`config.mk`:
```
export PLATFORM = sky130hd
export DESIGN_NAME = spsram_bist
export DESIGN_NICKNAME = d
export VERILOG_FILES = /design/src/rtl/spsram_bist.sv
export SDC_FILE = /design/constraint.sdc
export NUM_CORES = 1
export LEC_CHECK = 0
export BUFFER_PORTS_ARGS = -buffer_cell sky130_fd_sc_hd__buf_2
export CAP_MARGIN = 15
export CELL_PAD_IN_SITES_DETAIL_PLACEMENT = 2
export CELL_PAD_IN_SITES_GLOBAL_PLACEMENT = 2
export CORE_ASPECT_RATIO = 0.5
export CORE_MARGIN = 2
export CORE_UTILIZATION = 34
export CTS_CLUSTER_SIZE = 40
export DETAILED_ROUTE_END_ITERATION = 8
export PLACE_DENSITY = 0.89
export RECOVER_POWER = 50
export SLEW_MARGIN = 20
export SYNTH_ARGS = -nofsm -noshare
export SYNTH_HDL_FRONTEND = slang
export SYNTH_SLANG_ARGS = --single-unit
```
`constraint.sdc`:
```
create_clock -name i_clk -period 7.7 [get_ports i_clk]
set_input_delay 0.385 -clock i_clk [delete_from_list [all_inputs] [get_ports i_clk]]
set_output_delay 0.385 -clock i_clk [all_outputs]
set_load 0.02 [all_outputs]
```
`src/rtl/spsram_bist.sv`:
```
// March-style self-test initiator for a single-port SRAM: write pattern, read/compare,
// write inverse, read/compare. Reports pass/fail, first failing address/data, and mismatch count.
module spsram_bist #(
  parameter int          BW_DATA = 32,
  parameter int          BW_ADDR = 5,
  parameter int          RD_LAT  = 0,
  parameter logic [31:0] PATTERN = 32'hA5A5_5A5A,
  parameter int          BW_CNT  = 8
) (
  input  logic               i_clk,
  input  logic               i_rstn,
  input  logic               i_start,
  input  logic [BW_DATA-1:0] i_mem_data,
  output logic [BW_DATA-1:0] o_mem_data,
  output logic [BW_ADDR-1:0] o_mem_addr,
  output logic               o_mem_wen,
  output logic               o_mem_cen,
  output logic               o_mem_oen,
  output logic               o_busy,
  output logic               o_done,
  output logic               o_pass,
  output logic [BW_ADDR-1:0] o_fail_addr,
  output logic [BW_DATA-1:0] o_fail_data,
  output logic [BW_CNT-1:0]  o_fail_cnt
);

  localparam int DEPTH = 1 << BW_ADDR;
  // The counter also paces the drain phase, so it needs at least 2 bits for RD_LAT=2.
  localparam int CW    = (BW_ADDR < 2) ? 2 : BW_ADDR;
  localparam int XW    = (BW_ADDR > BW_DATA) ? BW_ADDR : BW_DATA;
  localparam logic [BW_DATA-1:0] PAT    = BW_DATA'(PATTERN);
  localparam logic [CW-1:0]      LAST_A = CW'(DEPTH - 1);
  localparam logic [CW-1:0]      LAST_D = CW'(RD_LAT);

  typedef enum logic [2:0] {IDLE, WR0, RD0, DRN0, WR1, RD1, DRN1, DONE} state_e;

  state_e state_q, state_d;
  logic [CW-1:0] cnt_q, cnt_d;

  logic               cen_d, wen_d, oen_d, busy_d, done_d, launch_d;
  logic [BW_ADDR-1:0] addr_d;
  logic [BW_DATA-1:0] wdata_d, exp_d;

  logic [RD_LAT:0]              vld_pipe_q;
  logic [RD_LAT:0][BW_DATA-1:0] exp_pipe_q;
  logic [RD_LAT:0][BW_ADDR-1:0] adr_pipe_q;

  logic start_go, miss;

  function automatic logic [BW_DATA-1:0] pat_f(input logic [BW_ADDR-1:0] a, input logic inv);
    logic [XW-1:0] ax;
    ax = XW'(a);
    return (PAT ^ ax[BW_DATA-1:0]) ^ {BW_DATA{inv}};
  endfunction

  assign start_go = ((state_q == IDLE) || (state_q == DONE)) && i_start;
  assign miss     = vld_pipe_q[RD_LAT] && (i_mem_data != exp_pipe_q[RD_LAT]);

  always_ff @(posedge i_clk or negedge i_rstn) begin
    if (!i_rstn) begin
      state_q <= IDLE;
      cnt_q   <= '0;
    end else begin
      state_q <= state_d;
      cnt_q   <= cnt_d;
    end
  end

  always_comb begin
    state_d = state_q;
    cnt_d   = cnt_q;
    case (state_q)
      IDLE, DONE: begin
        if (i_start) begin
          state_d = WR0;
          cnt_d   = '0;
        end
      end
      default: begin
        if (cnt_q == (((state_q == DRN0) || (state_q == DRN1)) ? LAST_D : LAST_A)) begin
          state_d = state_e'(state_q + 3'd1);
          cnt_d   = '0;
        end else begin
          cnt_d = cnt_q + CW'(1);
        end
      end
    endcase
  end

  // Bus values are derived from the next state so the registered outputs line up with it.
  always_comb begin
    cen_d    = 1'b0;
    wen_d    = 1'b0;
    oen_d    = 1'b0;
    launch_d = 1'b0;
    addr_d   = '0;
    wdata_d  = o_mem_data;
    exp_d    = pat_f(cnt_d[BW_ADDR-1:0], state_d == RD1);
    busy_d   = (state_d != IDLE) && (state_d != DONE);
    done_d   = (state_d == DONE);
    case (state_d)
      WR0, WR1: begin
        cen_d   = 1'b1;
        wen_d   = 1'b1;
        addr_d  = cnt_d[BW_ADDR-1:0];
        wdata_d = pat_f(cnt_d[BW_ADDR-1:0], state_d == WR1);
      end
      RD0, RD1: begin
        cen_d    = 1'b1;
        oen_d    = 1'b1;
        launch_d = 1'b1;
        addr_d   = cnt_d[BW_ADDR-1:0];
      end
      default: ;
    endcase
  end

  always_ff @(posedge i_clk or negedge i_rstn) begin
    if (!i_rstn) begin
      o_mem_cen  <= 1'b0;
      o_mem_wen  <= 1'b0;
      o_mem_oen  <= 1'b0;
      o_mem_addr <= '0;
      o_mem_data <= '0;
      o_busy     <= 1'b0;
      o_done     <= 1'b0;
    end else begin
      o_mem_cen  <= cen_d;
      o_mem_wen  <= wen_d;
      o_mem_oen  <= oen_d;
      o_mem_addr <= addr_d;
      o_mem_data <= wdata_d;
      o_busy     <= busy_d;
      o_done     <= done_d;
    end
  end

  always_ff @(posedge i_clk or negedge i_rstn) begin
    if (!i_rstn) begin
      vld_pipe_q <= '0;
      exp_pipe_q <= '0;
      adr_pipe_q <= '0;
    end else begin
      vld_pipe_q[0] <= launch_d;
      exp_pipe_q[0] <= exp_d;
      adr_pipe_q[0] <= addr_d;
      for (int i = 1; i <= RD_LAT; i++) begin
        vld_pipe_q[i] <= vld_pipe_q[i-1];
        exp_pipe_q[i] <= exp_pipe_q[i-1];
        adr_pipe_q[i] <= adr_pipe_q[i-1];
      end
    end
  end

  // Drain guarantees no compare lands on the start or done edge.
  always_ff @(posedge i_clk or negedge i_rstn) begin
    if (!i_rstn) begin
      o_pass      <= 1'b0;
      o_fail_addr <= '0;
      o_fail_data <= '0;
      o_fail_cnt  <= '0;
    end else if (start_go) begin
      o_pass      <= 1'b0;
      o_fail_addr <= '0;
      o_fail_data <= '0;
      o_fail_cnt  <= '0;
    end else begin
      if (miss) begin
        if (o_fail_cnt != '1) o_fail_cnt <= o_fail_cnt + BW_CNT'(1);
        if (o_fail_cnt == '0) begin
          o_fail_addr <= adr_pipe_q[RD_LAT];
          o_fail_data <= i_mem_data;
        end
      end
      if ((state_q == DRN1) && (state_d == DONE)) o_pass <= (o_fail_cnt == '0);
    end
  end

endmodule

```
# --- Yosys cells after proc, flatten, opt, wreduce, memory -nomap -nowiden ---
# Cells that the tools add are included.
totals:
  out_inout_bits: 88
  ff_bits: 128
  wordCells: 73
op_classes:
  reduce_logical: 19
  n_bitwise: 3
  eq_ne: 12
  n_addsub: 3
  mux: 22
op_table:
  columns: ["operator", "n"]
  rows:
  - ["$mux 32", 3]
  - ["$xor 32x32->32", 2]
  - ["$mux 5", 8]
  - ["$ne 32x32->1", 1]
  - ["$mux 8", 3]
  - ["$not 3->16", 1]
  - ["$eq 3x3->1 const B", 5]
  - ["$mux 3", 3]
  - ["$add 8x1->8 const B", 1]
  - ["$logic_not 8->1", 1]
  - ["$ne 8x8->1 const B", 1]
  - ["$reduce_bool 2->1", 4]
  - ["$eq 3x2->1 const B", 2]
  - ["$reduce_or 2->1", 3]
  - ["$add 5x1->5 const B", 1]
  - ["$eq 5x5->1", 1]
  - ["$mux 1", 5]
  - ["$logic_and 1x1->1", 4]
  - ["$reduce_and 2->1", 2]
  - ["$reduce_or 4->1", 1]
  - ["$add 3x1->3 const B", 1]
  - ["$eq 3x1->1 const B", 1]
  - ["$logic_not 3->1", 1]
  - ["$ne 3x3->1 const B", 1]
  - ["other kinds (2)", 3]

# --- Logic depth before layout (Yosys ltp) ---
# Gate-level depths: netlist of the first run.
logic_depth:
  ltp_word: 10
  ltp_mapped: 11
  ltp_nobuf: 9

# --- Worst setup path before layout of the first run ---
# Ideal clock, no wire load.
synth_path:
  path_type: "flip-flop to flip-flop"
  from: "register state_q[0]"
  to: "register o_mem_data[3]"
  n_path_buf: 1
  required_ns: 7.579
  stages_incl_launch_ff: 10
  setup_slack_ns: 4.760
  arrival_ns: 2.819
  path_cell_list: "dfrtp_1 > inv_1 > ha_1 > mux2_2 > or4_4 > buf_6 > a2111oi_4 > nor2_4 > a211o_1 > a22o_1"
synth_via:
  elab_chain_len: 8
  elab_cells_between_ends: 19
  cone_classes: "add/sub (1); eq/ne (6); mux (6); bitwise (2); reduce/logical (4)"
synth_lines:
  columns: ["item", "line", "source"]
  rows:
  - ["start: declaration", "37", "state_e state_q, state_d;"]
  - ["start signal: assignment", "64", "state_q <= state_d;"]
  - ["$eq 3x2->1 or $eq 3x3->1 (tied branches)", "80", "if (cnt_q == (((state_q == DRN0) || (state_q == DRN1)) ? LAST_D : LAST_A)) begin"]
  - ["$logic_or 1x1->1", "80", null]
  - ["$mux 5", "80", null]
  - ["$eq 5x5->1", "80", null]
  - ["$mux 3 or $mux 5 (tied branches)", "80", null]
  - ["$mux 3 or $mux 5 (tied branches)", "72", "case (state_q)"]
  - ["$eq 3x3->1 (tied with other cells)", "101, 106", null]
  - ["$xor 32x32->32 or $reduce_or 2->1 (tied branches)", null, null]
  - ["end signal: assignment", "132", "o_mem_data <= wdata_d;"]
  - ["end: declaration", "14", "output logic [BW_DATA-1:0] o_mem_data,"]
# Several ways; a longest one is shown, not always the timed one.
# A chain may end at the register's enable or synchronous reset.

# --- Worst setup path after layout of the first run ---
layout_path:
  from: "register state_q[0]"
  to: "register vld_pipe_q"
layout_via:
  elab_chain_len: 9
  elab_cells_between_ends: 16
  cone_classes: "add/sub (1); eq/ne (6); mux (5); reduce/logical (4)"
layout_lines:
  columns: ["item", "line", "source"]
  rows:
  - ["$eq 3x2->1 or $eq 3x3->1 (tied branches)", "80", null]
  - ["$logic_or 1x1->1", "80", null]
  - ["$mux 5", "80", null]
  - ["$eq 5x5->1", "80", null]
  - ["$mux 3", "80", null]
  - ["$mux 3 (*)", "72", null]
  - ["$eq 3x3->1 or $eq 3x2->1 (tied branches)", "101", "case (state_d)"]
  - ["$reduce_or 2->1 (*)", null, null]
  - ["$mux 1 (*)", "101", null]
  - ["named net launch_d", "40", "logic cen_d, wen_d, oen_d, busy_d, done_d, launch_d;"]
  - ["end signal: indexed assignment", "148", "vld_pipe_q[i] <= vld_pipe_q[i-1];"]
  - ["end: declaration", "44", "logic [RD_LAT:0] vld_pipe_q;"]
# Mark *: on every way through the listed nets, which the timed path passes. The rest lies on a longest branch.

==> flow_metrics.tcl, run 1 <==
set metrics [dict create \
    status "finished with violations" \
    violations "capacitance limit, slew limit" \
    yosysTopAreaCell "dfrtp_1" \
    viasPerCell 5.585 \
    cts_tree "yes" \
    place_ws_ns 4.067 \
    clk_latency_ns 0.34 \
    peakVddDrop_mv 0.1293 \
    ys_seq_elements 78 \
    grt_pass1_wl_mm 21.66 \
    rsz0062_at_grt "no" \
    synth.top_cell.area_share_pct 49.48 \
    met2_usage_pct 42.25 \
    relSlewSlack_pct -184.7 \
    min-delay-path-class "primary input to register" \
    synth_area_um2 3945 \
    nNetsFinal 487 \
    placed_area_um2 4463 \
    synth_cell_types 56 \
    antenna_cells 0 \
    die_x_um 156.3 \
    numCtsBuffers 9 \
    async_reset_ff_share_pct 100.0 \
    grt_pass1_vias 3623 \
    final_util_pct 42.24 \
    clk_pin_slew_worst_paths_ns 0.06 \
    grtUsageMet1_pct 27.19 \
    dpl.hpwl_mm 9.166 \
    grtUsageTotal_pct 23.03 \
    core_area_um2 11150 \
    slew_viol_final 79 \
    holdPathEnd "o_fail_data[22]" \
    finalSetupViolCount 0 \
    regToRegStartpoint "state_q[0]" \
    ys.flop_type "dfrtp_1" \
    setup_tns_ns 0 \
    wl_per_cell_um 23.47 \
    drt-initial-drc-count 236 \
    start_util_pct 35.39 \
    cts_root_buf "clkbuf_16" \
    synth_seq_area_share_pct 49.48 \
    synth_fp_nets 396 \
    place_congestion 0.8173 \
    htree_levels 3 \
    end_kind "register" \
    overflow 0 \
    synth_commonest_cells "dfrtp_1, a22o_1, buf_4" \
    cp-start-kind "register" \
    grt_use_met3_pct 4.965 \
    drc_errors 0 \
    worstPathRequired_ns 7.85 \
    synthCells 355 \
    postRouteAntennaNets 0 \
    cts_resized 0 \
    synthTopCellsByArea "dfrtp_1, a22o_1, buf_4, mux2i_1, ha_1" \
    yosysMostFrequentCell "dfrtp_1" \
    post_route_cells_drive_above_1_share_pct 24.22 \
    post-route-cell-area_um2 4710 \
    postCtsHoldBufs 0 \
    skew_ns 0.007398 \
    dp.cells 580 \
    r2r_end "vld_pipe_q" \
    powerDensity_nw_per_um2 405.9 \
    r2r_slack_ns 3.74 \
    drv_cap 1 \
    first_pass_iters 4 \
    cp.arrival_ns 4.11 \
    hold_depth 2 \
    area.growth.synth_to_final_pct 19.38 \
    yosysWarnings 0 \
    r2r_cells 8 \
    cp_max_fo 12 \
    final_cells 595 \
    max_freq_ghz 0.2524 \
    clock_sinks 78 \
    grt_max_degree 79 \
    cts_setup_buffers 0 \
    worstHoldStart "i_mem_data[22]" \
    die_h_um 80.17 \
    antenna_found_initial 0 \
    vias 3323 \
    clock_path_buffers 2 \
    top_usage_layer "met2" \
    period_needed_ns 3.962 \
    io_buffers 122 \
    synth_edf_count 0 \
    dieArea_um2 12530 \
    rows 27 \
    hold_viol 0 \
    tightest_slew_ns 4.271 \
    totalWireLength_mm 13.97 \
    fin_crit_sh_pct 51.46 \
    criticalPathCategory "register to register" \
    avgSynthCellArea_um2 11.11 \
    setup_slack_ns 3.738 \
    leakage_uw 0.002151 \
    ioPinCount 123 \
]
[worst max-delay path by stage]
stage                     slack [ns]              to        from  cells after the start
after floorplan                 4.76   o_mem_data[3]  state_q[0]                      9
after global placement          4.34   o_mem_data[3]  state_q[0]                      8
after detailed placement        4.07   o_mem_data[4]  state_q[0]                      8
after CTS                       3.79      vld_pipe_q  state_q[0]                      8
after global routing            2.94  o_fail_data[8]      i_rstn                      1
final                           3.74      vld_pipe_q  state_q[0]                      8
[per-stage QoR]
stage               power [µW]  hold slack, ns
CTS                       1940          0.2561
detailed placement        1449          0.4901
finish                    1912          0.2931
global placement          1398          0.4719
floorplan                 1178         0.08941
global route              2013          0.2985
[layout make-up]
cell class              instances  area, µm²
clock buffers                  11      232.7
clock inverters                 4      72.57
fillers                      1210       6439
inverters                      12      45.04
multi-input cells             221       1657
flip-flops and latches         78       1952
well taps                     145      181.4
repair buffers                124      569.3
[cells in the final DEF, fill, tap and decap left out, types with 3 or more instances in the layout]
master	n
nor3_1	11
or4_1	8
nor2b_1	5
or3_1	5
xnor2_1	6
buf_2	77
nor2_1	11
a22o_1	39
ha_1	6
mux2i_1	9
nor4_1	3
o31ai_1	5
nand4_1	9
mux2_2	5
a211oi_1	3
nand3_1	11
clkbuf_1	47
nor3b_1	4
inv_1	12
a21oi_1	12
nand2_1	12
o21ai_0	10
xor2_1	8
dfrtp_1	78
clkbuf_16	9
[state kept, by name (all words and copies together), names as in the netlist]
signal and flops:
o_busy 1, exp_pipe_q 7, o_fail_data 32, o_mem_wen 1, state_q 3, o_mem_data 7
o_done 1, adr_pipe_q 5, vld_pipe_q 1, o_mem_cen 1, o_pass 1, o_fail_cnt 8
cnt_q 5, o_fail_addr 5
[power by group]
part	internal (µW)	total [µW]	switching, µW
Combinational	274	787	513
Sequential	558	675	117
Clock	282	449	168
[layer usage]
metal | share of wire [%] | wire (µm)
met5 | 0 | 0
met4 | 1.6 | 222
met3 | 4.1 | 576
met2 | 53 | 7385
met1 | 41 | 5782
[critical path: stages (launching register included)]
cell and delay (ns):
dfrtp_1 0.54, inv_1 0.27, ha_1 0.30, mux2i_1 0.67
nand4_1 0.57, nand2_1 0.39, nor2_1 0.10, o21bai_1 0.65
o21ai_0 0.28
[cells by family after synthesis]
group	share of synthesized area [%]
buffers and inverters	8.595
adder cells (fa/ha/maj)	1.903
AND/OR/NAND/NOR	13.07
AO/OA/AOI/OAI	19.79
multiplexers	4.060
flip-flops	49.48
XOR/XNOR	3.108
Power figures use the tool's default switching activity.
==> inputs of run 2 (changes only) <==
- CORE_UTILIZATION: 34 -> 32
- PLACE_DENSITY: 0.89 -> 0.85
- clock period: 7.7 -> 3.8 ns (I/O delays scaled with it)
==> run 2 against run 1 <==
- the run still ends with capacitance limit, slew limit left
- sequential share of layout area is 0.42 points lower
- worst hold slack lost 0.21 ns
- combinational power rose by 94%
- worst setup slack worse by 3.2 ns
- critical path type unchanged
- power is 97% higher
- highest routed layer unchanged
- global-route usage shrank 3.6 points
- final cell count is 4.2% higher
- critical endpoint unchanged
- critical path depth unchanged
- die area grew 6.0%
==> flow_metrics.tcl, run 2 (synthesis gave the netlist of run 1 again) <==
set metrics [dict create \
    core_area_um2 11910 \
    met2_usage_pct 35.54 \
    area.growth.synth_to_final_pct 20.62 \
    max_freq_ghz 0.3034 \
    reg_top3 "o_fail_data x32, o_fail_cnt x8" \
    antenna_found_initial 1 \
    fillerInstances 1283 \
    tightest_slew_ns 1.992 \
    dpl.hpwl_mm 8.843 \
    nNetsFinal 490 \
    hold_viol 0 \
    cpPeakStageDelay_ns 0.64 \
    largest_reg_flops 32 \
    io_buffers 122 \
    switching_share_pct 41.38 \
    cp-start-kind "register" \
    period_needed_ns 3.296 \
    slew_viol_final 79 \
    cp_max_fo 8 \
    ioPinCount 123 \
    status "finished with violations" \
    rows 28 \
    worstPathRequired_ns 3.96 \
    drt-initial-drc-count 171 \
    grt_pass1_wl_mm 19.59 \
    peakVddDrop_mv 0.2278 \
    cp_cell_sequence "inv_1, ha_1, mux2_2, or4_4, nand2_1, nor2_1, o21bai_1, o21ai_0" \
    drv_cap 1 \
    grtUsageMet1_pct 23.24 \
    skew_ns 0.006863 \
    wl_per_cell_um 20.76 \
    clock_sinks 78 \
    violations "capacitance limit, slew limit" \
    cts_root_buf "clkbuf_16" \
    fin_crit_sh_pct 86.73 \
    r2r_slack_ns 0.50 \
    setup_tns_ns 0 \
    viasPerCell 5.284 \
    min-delay-path-class "primary input to register" \
    criticalPathCategory "register to register" \
    cts_setup_buffers 0 \
    final_common_cell "dfrtp_1" \
    mostFrequentLayoutCells "dfrtp_1, buf_2, clkbuf_1" \
    dieArea_um2 13290 \
    postRouteAntennaNets 0 \
    die_h_um 82.51 \
    end_kind "register" \
    finalSetupViolCount 0 \
    slowest_stage "o21bai_1" \
    die_x_um 161.0 \
    grtUsageTotal_pct 19.42 \
    holdWs_ns 0.08568 \
    top_register "o_fail_data" \
    grt_use_met3_pct 3.447 \
    cts_tree "yes" \
    leakage_uw 0.002171 \
    p_switching_uw 1559 \
    grt_max_degree 79 \
    grt_pass1_vias 3399 \
    power.clock.fraction_pct 23.3 \
    post-route-cell-area_um2 4758 \
    vias 3276 \
    finalPower_uw 3768 \
    post_route_cells_drive_above_1_share_pct 25.33 \
    start_util_pct 33.12 \
    top_usage_layer "met2" \
    clk_pin_slew_worst_paths_ns 0.06 \
    internal-power_uw 2209 \
    cp.arrival_ns 3.46 \
    drc_errors 0 \
    totalWireLength_mm 12.87 \
    placed_area_um2 4503 \
    numCtsBuffers 9 \
    pwr-share-seq_pct 36.1 \
    powerDensity_nw_per_um2 791.9 \
    htree_levels 3 \
    place_congestion 0.9111 \
    rsz0062_at_grt "no" \
    power_frac_comb_pct 40.6 \
    clk_latency_ns 0.34 \
    clock_path_buffers 2 \
    first_pass_iters 4 \
    relSlewSlack_pct -32.77 \
    overflow 0 \
]
-- run 2: cell types whose count changed in the layout (fill, tap and decap cells not counted) --
cell           change
dlygate4sd3_1      +1
clkbuf_1           -3
buf_4              +2
diode_2            +1
clkbuf_8           +1
bufinv_16          -1
clkinv_4           +1
clkbuf_2           +1
clkinv_2           +2
-- run 2: worst max-delay path: cells and delay by family (launching register included) --
| kind | cells | cell delay, ns |
|---|---|---|
| flops | 1 | 0.52 |
| compound gates | 2 | 0.87 |
| mux | 1 | 0.31 |
| simple gates | 3 | 0.91 |
| fa+ha+maj | 1 | 0.27 |
| buf+inv | 1 | 0.24 |
-- run 2: final timing paths --
check                             endpoint  depth (start not counted)             from
max in group asynchronous  o_fail_data[14]                          2           i_rstn
max                             vld_pipe_q                          8       state_q[0]
min in group asynchronous         cnt_q[3]                          2           i_rstn
min reg2reg                o_fail_data[21]                          1  o_fail_data[21]
min                        o_fail_data[22]                          2   i_mem_data[22]
max reg2reg                     vld_pipe_q                          8       state_q[0]
-- run 2: power groups by stage --
stage	sequential, µW	clock [µW]	combinational [µW]
global route	1400	935	1670
CTS	1360	901	1600
detailed placement	1360	0	1570
finish	1360	879	1530
global placement	1340	0	1510
floorplan	1590	0	797
-- run 2: metrics by stage --
| step | utilization, % | setup WS [ns] | instances |
|---|---|---|---|
| floorplan | - | 0.8603 | 355 |
| global placement | 37.80 | 0.7744 | 602 |
| detailed placement | 37.80 | 0.5836 | 602 |
| CTS | 40.33 | 0.4787 | 618 |
| global route | 39.95 | 0.2302 | 620 |
| finish | 39.95 | 0.5044 | 620 |
-- run 2: routing by layer --
layer | wire length [µm] | vias to the layer above
met5 | 0 | -
met4 | 308 | 0
met3 | 471 | 20
met2 | 6674 | 77
met1 | 5417 | 1688
li1 | - | 1491
-- run 2: final cells by class --
type | instances | area [µm²] | area share, %
Multi-Input combinational cell | 221 | 1657 | 34.81
Timing Repair Buffer | 127 | 595.6 | 12.52
Clock inverter | 6 | 61.31 | 1.288
Antenna cell | 1 | 2.502 | 0.05259
Inverter | 12 | 45.04 | 0.9466
Clock buffer | 10 | 239.0 | 5.022
Sequential cell | 78 | 1952 | 41.02
Tap cell | 165 | 206.4 | 4.339
-- run 2: repair_timing --
item / in CTS / in global routing
gates resized for setup: 0 / 0
hold buffers: 0 / 1
hold endpoints to repair: 0 / 78
==> inputs of run 3 (changes only) <==
- CELL_PAD_IN_SITES_DETAIL_PLACEMENT: 2 -> default
- CELL_PAD_IN_SITES_GLOBAL_PLACEMENT: 2 -> default
- CORE_UTILIZATION: 32 -> 49
- PLACE_DENSITY: 0.85 -> 0.82
==> run 3 against run 2 <==
- critical endpoint is now o_mem_data[4]
- clock skew is essentially flat
- non-clock buffer count is the same
- combinational power shrank 6%
- final cell count shrank 8.9%
- clock power is essentially flat
- final area shrank 1.3%
- critical path depth is the same
- power shrank 2.9%
- the flow still finishes with violations (capacitance limit, slew limit)
==> flow_metrics.tcl, run 3 (synthesis gave the netlist of run 1 again) <==
set metrics [dict create \
    viasPerCell 5.591 \
    vias 3159 \
    r2r_cells 8 \
    startpoint "state_q[0]" \
    antenna_cells 0 \
    leakage_uw 0.002179 \
    htree_levels 3 \
    hold_viol 0 \
    numCtsBuffers 9 \
    dp.cells 550 \
    r2r_end "o_mem_data[4]" \
    cp_cell_sequence "inv_1, ha_1, mux2_2, or4_4, a2111oi_4, nor2_4, a211o_1, a22o_1" \
    grtUsageTotal_pct 20.84 \
    finalPower_uw 3660 \
    crit_end "o_mem_data[4]" \
    relSlewSlack_pct -26.09 \
    cp_max_fo 10 \
    post_route_cells_drive_above_1_share_pct 25.39 \
    overflow 0 \
    cp.arrival_ns 3.39 \
    fin_crit_sh_pct 83.47 \
    cp-start-kind "register" \
    skew_ns 0.007196 \
    core_area_um2 7914 \
    drc_errors 0 \
    ioPinCount 123 \
    rsz0062_at_grt "no" \
    status "finished with violations" \
    powerDensity_nw_per_um2 779.4 \
    crit_buf_inv 1 \
    min-delay-path-class "primary input to register" \
    die_x_um 130.9 \
    criticalPathCategory "register to register" \
    area.growth.synth_to_final_pct 19.03 \
    rows 23 \
    period_needed_ns 3.172 \
    antenna_found_initial 0 \
    wl_per_cell_um 16.13 \
    regToRegStartpoint "state_q[0]" \
    postRouteAntennaNets 0 \
    finalSetupViolCount 0 \
    max_freq_ghz 0.3153 \
    grt_pass1_wl_mm 14.10 \
    first_pass_iters 5 \
    final_cells 565 \
    cpPeakStageDelay_ns 0.58 \
    clock_path_buffers 2 \
    peakVddDrop_mv 0.3223 \
    grt_max_degree 79 \
    drt-initial-drc-count 307 \
    cts_tree "yes" \
    slew_viol_final 79 \
    io_buffers 122 \
    setup_tns_ns 0 \
    final_util_pct 59.34 \
    cts_setup_buffers 0 \
    totalWireLength_mm 9.116 \
    violations "capacitance limit, slew limit" \
    cts_resized 0 \
    top_register "o_fail_data" \
    final_common_cell "dfrtp_1" \
    reg_top3 "o_fail_data x32, o_fail_cnt x8" \
    clk_latency_ns 0.33 \
    place_congestion 0.9303 \
    die_h_um 67.45 \
    dieArea_um2 8828 \
    r2r_slack_ns 0.63 \
    tightest_slew_ns 1.891 \
    clk_pin_slew_worst_paths_ns 0.06 \
    mostFrequentLayoutCells "dfrtp_1, buf_2, clkbuf_1" \
    nNetsFinal 490 \
    largest_reg_flops 32 \
    postCtsHoldBufs 0 \
    worstPathRequired_ns 4.02 \
    fillerInstances 685 \
    end_kind "register" \
    crit_family "compound AO/OA/AOI/OAI gates" \
    grt_pass1_vias 2886 \
    start_util_pct 49.85 \
    holdWs_ns 0.1009 \
    clock_sinks 78 \
    worst-path-stages 8 \
    dpl.hpwl_mm 6.403 \
    slowest_stage "or4_4" \
    cts_root_buf "clkbuf_16" \
    drv_cap 1 \
]
## run 3: changes by cell type in the layout (fill, tap and decap cells not counted), sizes merged
cell	delta
clkinv	-3
clkbuf	+2
buf	+1
diode	-1
dlygate4sd3	-1
## run 3: worst min path at each step
stage                      end  cells after the start           start  slack, ns
6_report        o_fail_data[5]                      2   i_mem_data[5]       0.10
5_1_grt        o_fail_data[15]                      2  i_mem_data[15]       0.10
4_1_cts               cnt_q[3]                      1          i_rstn       0.04
3_5_place_dp          cnt_q[3]                      1          i_rstn       0.41
3_3_place_gp          cnt_q[3]                      1          i_rstn       0.40
2_1_floorplan    adr_pipe_q[0]                      0          i_rstn      -0.11
## run 3: area by class of cell
| class | instances | area, µm² | area share [%] |
|---|---|---|---|
| Multi-Input combinational cell | 221 | 1657 | 35.28 |
| Sequential cell | 78 | 1952 | 41.57 |
| Tap cell | 112 | 140.1 | 2.984 |
| Timing Repair Buffer | 127 | 593.1 | 12.63 |
| Inverter | 12 | 45.04 | 0.9592 |
| Clock inverter | 3 | 42.54 | 0.9059 |
| Clock buffer | 12 | 266.5 | 5.675 |
## run 3: worst register-to-register path: stages, from the launching register on
cell	delay [ns]
dfrtp_1	0.50
inv_1	0.22
ha_1	0.26
mux2_2	0.30
or4_4	0.59
a2111oi_4	0.50
nor2_4	0.12
a211o_1	0.33
a22o_1	0.24
## run 3: metrics by stage
step | worst slack (ns) | area, µm²
2_1_floorplan | 0.8603 | 3945
3_3_place_gp | 0.7696 | 4444
3_5_place_dp | 0.6868 | 4444
4_1_cts | 0.6727 | 4753
5_1_grt | 0.5109 | 4696
6_report | 0.6280 | 4696
## run 3: metal layers
metal,GRT usage [%],wire length [µm]
met5,0,0
met3,5.547,404
met1,27.00,4156
met2,34.31,4401
met4,7.447,153
## run 3: power breakdown
part / switching (µW) / internal [µW] / leakage [µW] / total (µW)
Clock: 320 / 557 / 0.000151 / 877
Combinational: 889 / 556 / 0.00102 / 1440
Sequential: 209 / 1130 / 0.00101 / 1340
